==> src/rtl/lcd_bus_responder.sv <==
// Clocked responder for an 8-bit HD44780-style LCD bus: keeps the DDRAM image,
// cursor and display flags, answers bus reads and offers a mirror read port.
module lcd_bus_responder #(
    parameter int BUSY_CYCLES  = 40,
    parameter int CLEAR_CYCLES = 1600
) (
    input  logic       clk_clk,
    input  logic       reset_reset,
    input  logic       lcd_en,
    input  logic       lcd_rs,
    input  logic       lcd_rw,
    input  logic [7:0] lcd_data_in,
    output logic [7:0] lcd_data_out,
    output logic       lcd_data_oe,
    output logic       disp_on,
    output logic       cursor_on,
    output logic       blink_on,
    output logic [6:0] cursor_addr,
    output logic       busy,
    input  logic [6:0] rd_addr,
    output logic [7:0] rd_data,
    output logic       cmd_err
);
    localparam int CNT_MAX = (CLEAR_CYCLES > BUSY_CYCLES) ? CLEAR_CYCLES : BUSY_CYCLES;
    localparam int CNT_W   = $clog2(CNT_MAX + 1);

    typedef enum logic [1:0] {IDLE, BUSY, CLEAR} state_t;

    state_t           state;
    logic [7:0]       mem [0:79];
    logic [CNT_W-1:0] cnt;
    logic [6:0]       fill_idx;
    logic             inc_mode;
    logic             en_s1, en_s2, en_d;
    logic             rs_s1, rs_s2, rw_s1, rw_s2;
    logic [7:0]       db_s1, db_s2;
    logic             commit;

    function automatic logic addr_valid(input logic [6:0] a);
        return (a <= 7'h27) || ((a >= 7'h40) && (a <= 7'h67));
    endfunction

    // Line 2 (0x40-0x67) packs directly after line 1 at index 40-79.
    function automatic logic [6:0] addr_idx(input logic [6:0] a);
        return (a >= 7'h40) ? (a - 7'd24) : a;
    endfunction

    function automatic logic [6:0] addr_step(input logic [6:0] a, input logic up);
        if (up)
            return (a == 7'h27) ? 7'h40 : (a == 7'h67) ? 7'h00 : a + 7'd1;
        else
            return (a == 7'h00) ? 7'h67 : (a == 7'h40) ? 7'h27 : a - 7'd1;
    endfunction

    assign commit = en_d & ~en_s2;

    always_ff @(posedge clk_clk or posedge reset_reset) begin
        if (reset_reset) begin
            for (int unsigned i = 0; i < 80; i++) mem[i] <= 8'h20;
            state        <= IDLE;
            cnt          <= '0;
            fill_idx     <= '0;
            inc_mode     <= 1'b1;
            {en_s1, en_s2, en_d} <= '0;
            {rs_s1, rs_s2, rw_s1, rw_s2} <= '0;
            db_s1        <= '0;
            db_s2        <= '0;
            lcd_data_out <= '0;
            lcd_data_oe  <= 1'b0;
            disp_on      <= 1'b0;
            cursor_on    <= 1'b0;
            blink_on     <= 1'b0;
            cursor_addr  <= '0;
            busy         <= 1'b0;
            rd_data      <= '0;
            cmd_err      <= 1'b0;
        end else begin
            en_s1 <= lcd_en;
            en_s2 <= en_s1;
            en_d  <= en_s2;
            rs_s1 <= lcd_rs;
            rs_s2 <= rs_s1;
            rw_s1 <= lcd_rw;
            rw_s2 <= rw_s1;
            db_s1 <= lcd_data_in;
            db_s2 <= db_s1;
            cmd_err <= 1'b0;

            lcd_data_oe <= en_s2 & rw_s2;
            if (en_s2 && rw_s2)
                lcd_data_out <= rs_s2 ? mem[addr_idx(cursor_addr)] : {busy, cursor_addr};

            rd_data <= addr_valid(rd_addr) ? mem[addr_idx(rd_addr)] : 8'h20;

            if (state == CLEAR) begin
                mem[fill_idx] <= 8'h20;
                fill_idx      <= fill_idx + 7'd1;
                if (fill_idx == 7'd79) state <= BUSY;
            end

            // Counter expiry is evaluated last so it wins over the CLEAR->BUSY step.
            if (busy) begin
                if (cnt <= CNT_W'(1)) begin
                    busy  <= 1'b0;
                    state <= IDLE;
                    cnt   <= '0;
                end else begin
                    cnt <= cnt - 1'b1;
                end
            end

            if (commit) begin
                if (rw_s2) begin
                    if (rs_s2) begin
                        cursor_addr <= addr_step(cursor_addr, inc_mode);
                        if (busy) cmd_err <= 1'b1;
                    end
                end else if (busy) begin
                    cmd_err <= 1'b1;
                end else begin
                    busy  <= 1'b1;
                    state <= BUSY;
                    cnt   <= CNT_W'(BUSY_CYCLES);
                    if (rs_s2) begin
                        mem[addr_idx(cursor_addr)] <= db_s2;
                        cursor_addr <= addr_step(cursor_addr, inc_mode);
                    end else begin
                        casez (db_s2)
                            8'b1???????: begin
                                if (addr_valid(db_s2[6:0])) begin
                                    cursor_addr <= db_s2[6:0];
                                end else begin
                                    cursor_addr <= '0;
                                    cmd_err     <= 1'b1;
                                end
                            end
                            8'b01??????: cmd_err <= 1'b1;
                            8'b001?????: if (!db_s2[4]) cmd_err <= 1'b1;
                            8'b0001????: if (!db_s2[3]) cursor_addr <= addr_step(cursor_addr, db_s2[2]);
                            8'b00001???: begin
                                disp_on   <= db_s2[2];
                                cursor_on <= db_s2[1];
                                blink_on  <= db_s2[0];
                            end
                            8'b000001??: inc_mode <= db_s2[1];
                            8'b0000001?: begin
                                cursor_addr <= '0;
                                cnt         <= CNT_W'(CLEAR_CYCLES);
                            end
                            8'b00000001: begin
                                state       <= CLEAR;
                                fill_idx    <= '0;
                                cursor_addr <= '0;
                                inc_mode    <= 1'b1;
                                cnt         <= CNT_W'(CLEAR_CYCLES);
                            end
                            default: ;
                        endcase
                    end
                end
            end
        end
    end
endmodule

==> config.mk <==
export PLATFORM = sky130hd
export DESIGN_NAME = lcd_bus_responder
export DESIGN_NICKNAME = d
export VERILOG_FILES = /design/src/rtl/lcd_bus_responder.sv
export SDC_FILE = /design/constraint.sdc
export NUM_CORES = 2
export LEC_CHECK = 0
export CAP_MARGIN = 10
export CORE_ASPECT_RATIO = 0.75
export CORE_MARGIN = 1.5
export CORE_UTILIZATION = 45
export DETAILED_ROUTE_END_ITERATION = 10
export HOLD_SLACK_MARGIN = 0.15
export SLEW_MARGIN = 20
export SYNTH_ARGS = -nofsm -noshare
export SYNTH_HDL_FRONTEND = slang
export SYNTH_SLANG_ARGS = --single-unit
==> constraint.sdc <==
create_clock -name clk_clk -period 23.2 [get_ports clk_clk]
set_clock_uncertainty 0.1 [all_clocks]
set_input_delay 2.32 -clock clk_clk [delete_from_list [all_inputs] [get_ports clk_clk]]
set_output_delay 2.32 -clock clk_clk [all_outputs]
set_load 0.01 [all_outputs]
==> impl_metrics.yaml <==
run_status:
  status: "completed"
timing:
  fmax_ghz: 0.179
  setup_viol: 0
  hold_slack_ps: 244
  tns_ps: 0
  worst_slew_pin_slew_ps: 1170
  hold_viol: 0
  min_period_over_period_pct: 24.1
  period_needed_ps: 5590
  rsz0062_at_grt: "no"
  max_slew_margin_pct: 21.9
  slew_violations: 0
power:
  power.leakage_uw: 0.0176
  p_switching_uw: 1620
  power.share.sequential_pct: 36.4
  swShare_pct: 39.4
  power_density_nw_per_um2: 92.1
  power.share.clock_pct: 32.5
  p_int_uw: 2490
  power_frac_comb_pct: 31.1
  vdd_drop_max_mv: 0.0604
setup_path:
  critPathKind: "primary input to register"
  worst-path-buf-inv: 3
  crit_arrival_ps: 6060
  critical-path-max-stage-delay_ps: 900
  cp-start-kind: "primary input"
  crit_chain: "buf_6, buf_4, buf_4, and2_1, nand4_1, nand3_1, o2111a_1, o21ai_0, o22ai_1"
  end_kind: "register"
  cp_max_fo: 69
  required_ps: 23670
  crit_slowest_cell: "buf_4"
  cpMostUsedCell: "buf_4"
  cpLargestDelayFamily: "buffers and inverters"
global_route:
  grt_usage_pct: 38.4
  grt_antenna_before_repair: 10
  grt_max_degree: 146
  grt_pass1_wl_mm: 254
  grt-ovfl-total: 0
  grt_pass1_vias: 33200
die:
  core_area_sq_um: 89600
  start_util_pct: 45.4
  dieArea_sq_um: 92300
  ios: 49
  rows: 95
  die_x_um: 350
  fp.dieH_um: 263
drt:
  ant_nets: 0
  num_vias: 36600
  dr.pass1.iters: 8
  first_iter_violations: 6145
  vias_per_cell: 6.72
  drt_wl_total_mm: 178
  drc: 0
  post_drt_wl_per_cell_um: 32.6
clock_tree:
  cts_buffer_depth: 3
  ctsResizeCount: 0
  cts_sinks: 713
  numCtsBuffers: 78
  ctsHoldBuffers: 0
  cts_root_buf: "clkbuf_16"
  cts_tree: "built"
  htree_levels: 3
  path_clk_slew_ps: 60
  clk_latency_ps: 660
  postCtsSetupBuffers: 0
logic_synthesis:
  ys_warn_count: 0
  yosysSeqAreaShare_pct: 44.1
  syn_area_per_cell_sq_um: 9.50
  syn_inst: 4286
  synth_common_cells: "nand2_1, dfrtp_1, o21ai_0, mux4_2, a21oi_1"
  syn-cell-area_sq_um: 40700
  synth_edf_count: 0
  synth.most_common_cell: "nand2_1"
  synth_top_area_share_pct: 38.8
  postSynthNetCount: 4317
  synth_top_area_cell: "dfrtp_1"
  ys.flop_type: "dfrtp_1"
  ys_ff_latch: 713
  synth_cell_types: 87
  ys_top_cells_by_area: "dfrtp_1, mux4_2, nand2_1"
  synthArstFlopShare_pct: 100
run:
  max-cap-violations: 0
cells_and_area:
  area_growth_pct: 9.59
  fin_cells: 5455
  nets: 4199
  multiInputGateArea_sq_um: 21100
  drive_above_1_share_pct: 17.1
  fillers: 8239
  seq_area_sq_um: 18000
worst_hold_path:
  min_path_type: "register to register"
placed_design:
  gp_congestion: 1.03
  hpwlAfterDp_mm: 122
  dp.cells: 5300
  io_buffers: 48
==> path summary, 6_finish.rpt <==
kind,startpoint,end,slack [ps],cells past startpoint
max in group asynchronous,reset_reset,mem[225],17960,5
max reg2reg,cursor_addr[0],lcd_data_out[3],18290,9
min in group asynchronous,reset_reset,mem[441],2150,2
min reg2reg,en_s1,en_s2,240,0
min,en_s1,en_s2,240,0
max,rd_addr[1],rd_data[1],17610,9
==> cells by family after synthesis <==
kind of cell               count (synthesis)  share of synthesized area (%)
muxes                                    386                           16.4
and+or+nand+nor                         1681                           17.6
xor gates and xnor gates                  16                          0.381
buffers and inverters                    367                           4.42
adders and majority gates                 11                          0.338
AOI/OAI and AO/OA                       1112                           16.8
DFF                                      713                           44.1
==> registers in the layout, summed over array words and instances, names as in the netlist, 2 cells and up <==
name / count
mem: 640
rd_data: 8
lcd_data_out: 8
cnt: 11
cursor_addr: 7
fill_idx: 7
db_s1: 8
state: 2
db_s2: 8
==> power by group through the flow <==
stage          Clock (uW)  Combinational (uW)  Sequential [uW]
4_1_cts              1340                1210             1480
6_report             1330                1280             1490
5_1_grt              1390                1290             1490
3_5_place_dp            0                1210             1500
2_1_floorplan           0                 779             1400
3_3_place_gp            0                1200             1500
==> metrics by stage <==
step	cell area, sq um	worst slack [ps]	power, uW	utilization [%]
detailed placement	41900	17130	2710	46.7
global placement	41900	17190	2700	46.7
CTS	44600	17810	4030	49.7
finish	44600	17610	4110	49.8
global route	44600	17530	4180	49.8
floorplan	40700	915	2180	-
==> layer usage <==
layer,part of all wire (%),track usage (%),wire length [um],vias up
li1,-,-,-,15100
met1,41,57.2,73400,18100
met2,37,46.7,65500,2973
met3,18,19.6,31900,415
met4,3.9,12.5,6890,14
met5,0.11,1.05,192,-
==> cells in the final DEF, fill, tap and decap left out, types with 11 or more instances in the layout <==
cell type	count
nand2_1	1253
dfrtp_1	621
o21ai_0	503
mux4_2	217
a21oi_1	153
nor2_1	114
mux2i_1	95
nand3_1	86
buf_4	85
clkbuf_16	82
dfstp_2	81
mux2_2	71
o21ai_1	69
nor2_2	54
a22o_1	54
a221oi_1	50
o22ai_1	48
clkdlybuf4s50_1	45
a22oi_1	32
inv_1	28
o2bb2ai_1	27
nor3_1	25
nor2_4	25
nand2b_1	23
o221ai_1	22
clkbuf_1	21
a221o_1	19
a31oi_1	18
a32o_1	15
clkbuf_8	15
or2_2	12
ha_1	11
dfrtp_4	11
==> layout make-up <==
cell class	instances	area share (%)
Sequential cell	713	40.3
Clock buffer	118	5.24
Timing Repair Buffer	137	2.64
Antenna cell	10	0.0561
Inverter	32	0.286
Multi-Input combinational cell	3206	47.3
Clock inverter	27	0.782
Tap cell	1212	3.40
Power figures use the tool's default switching activity.
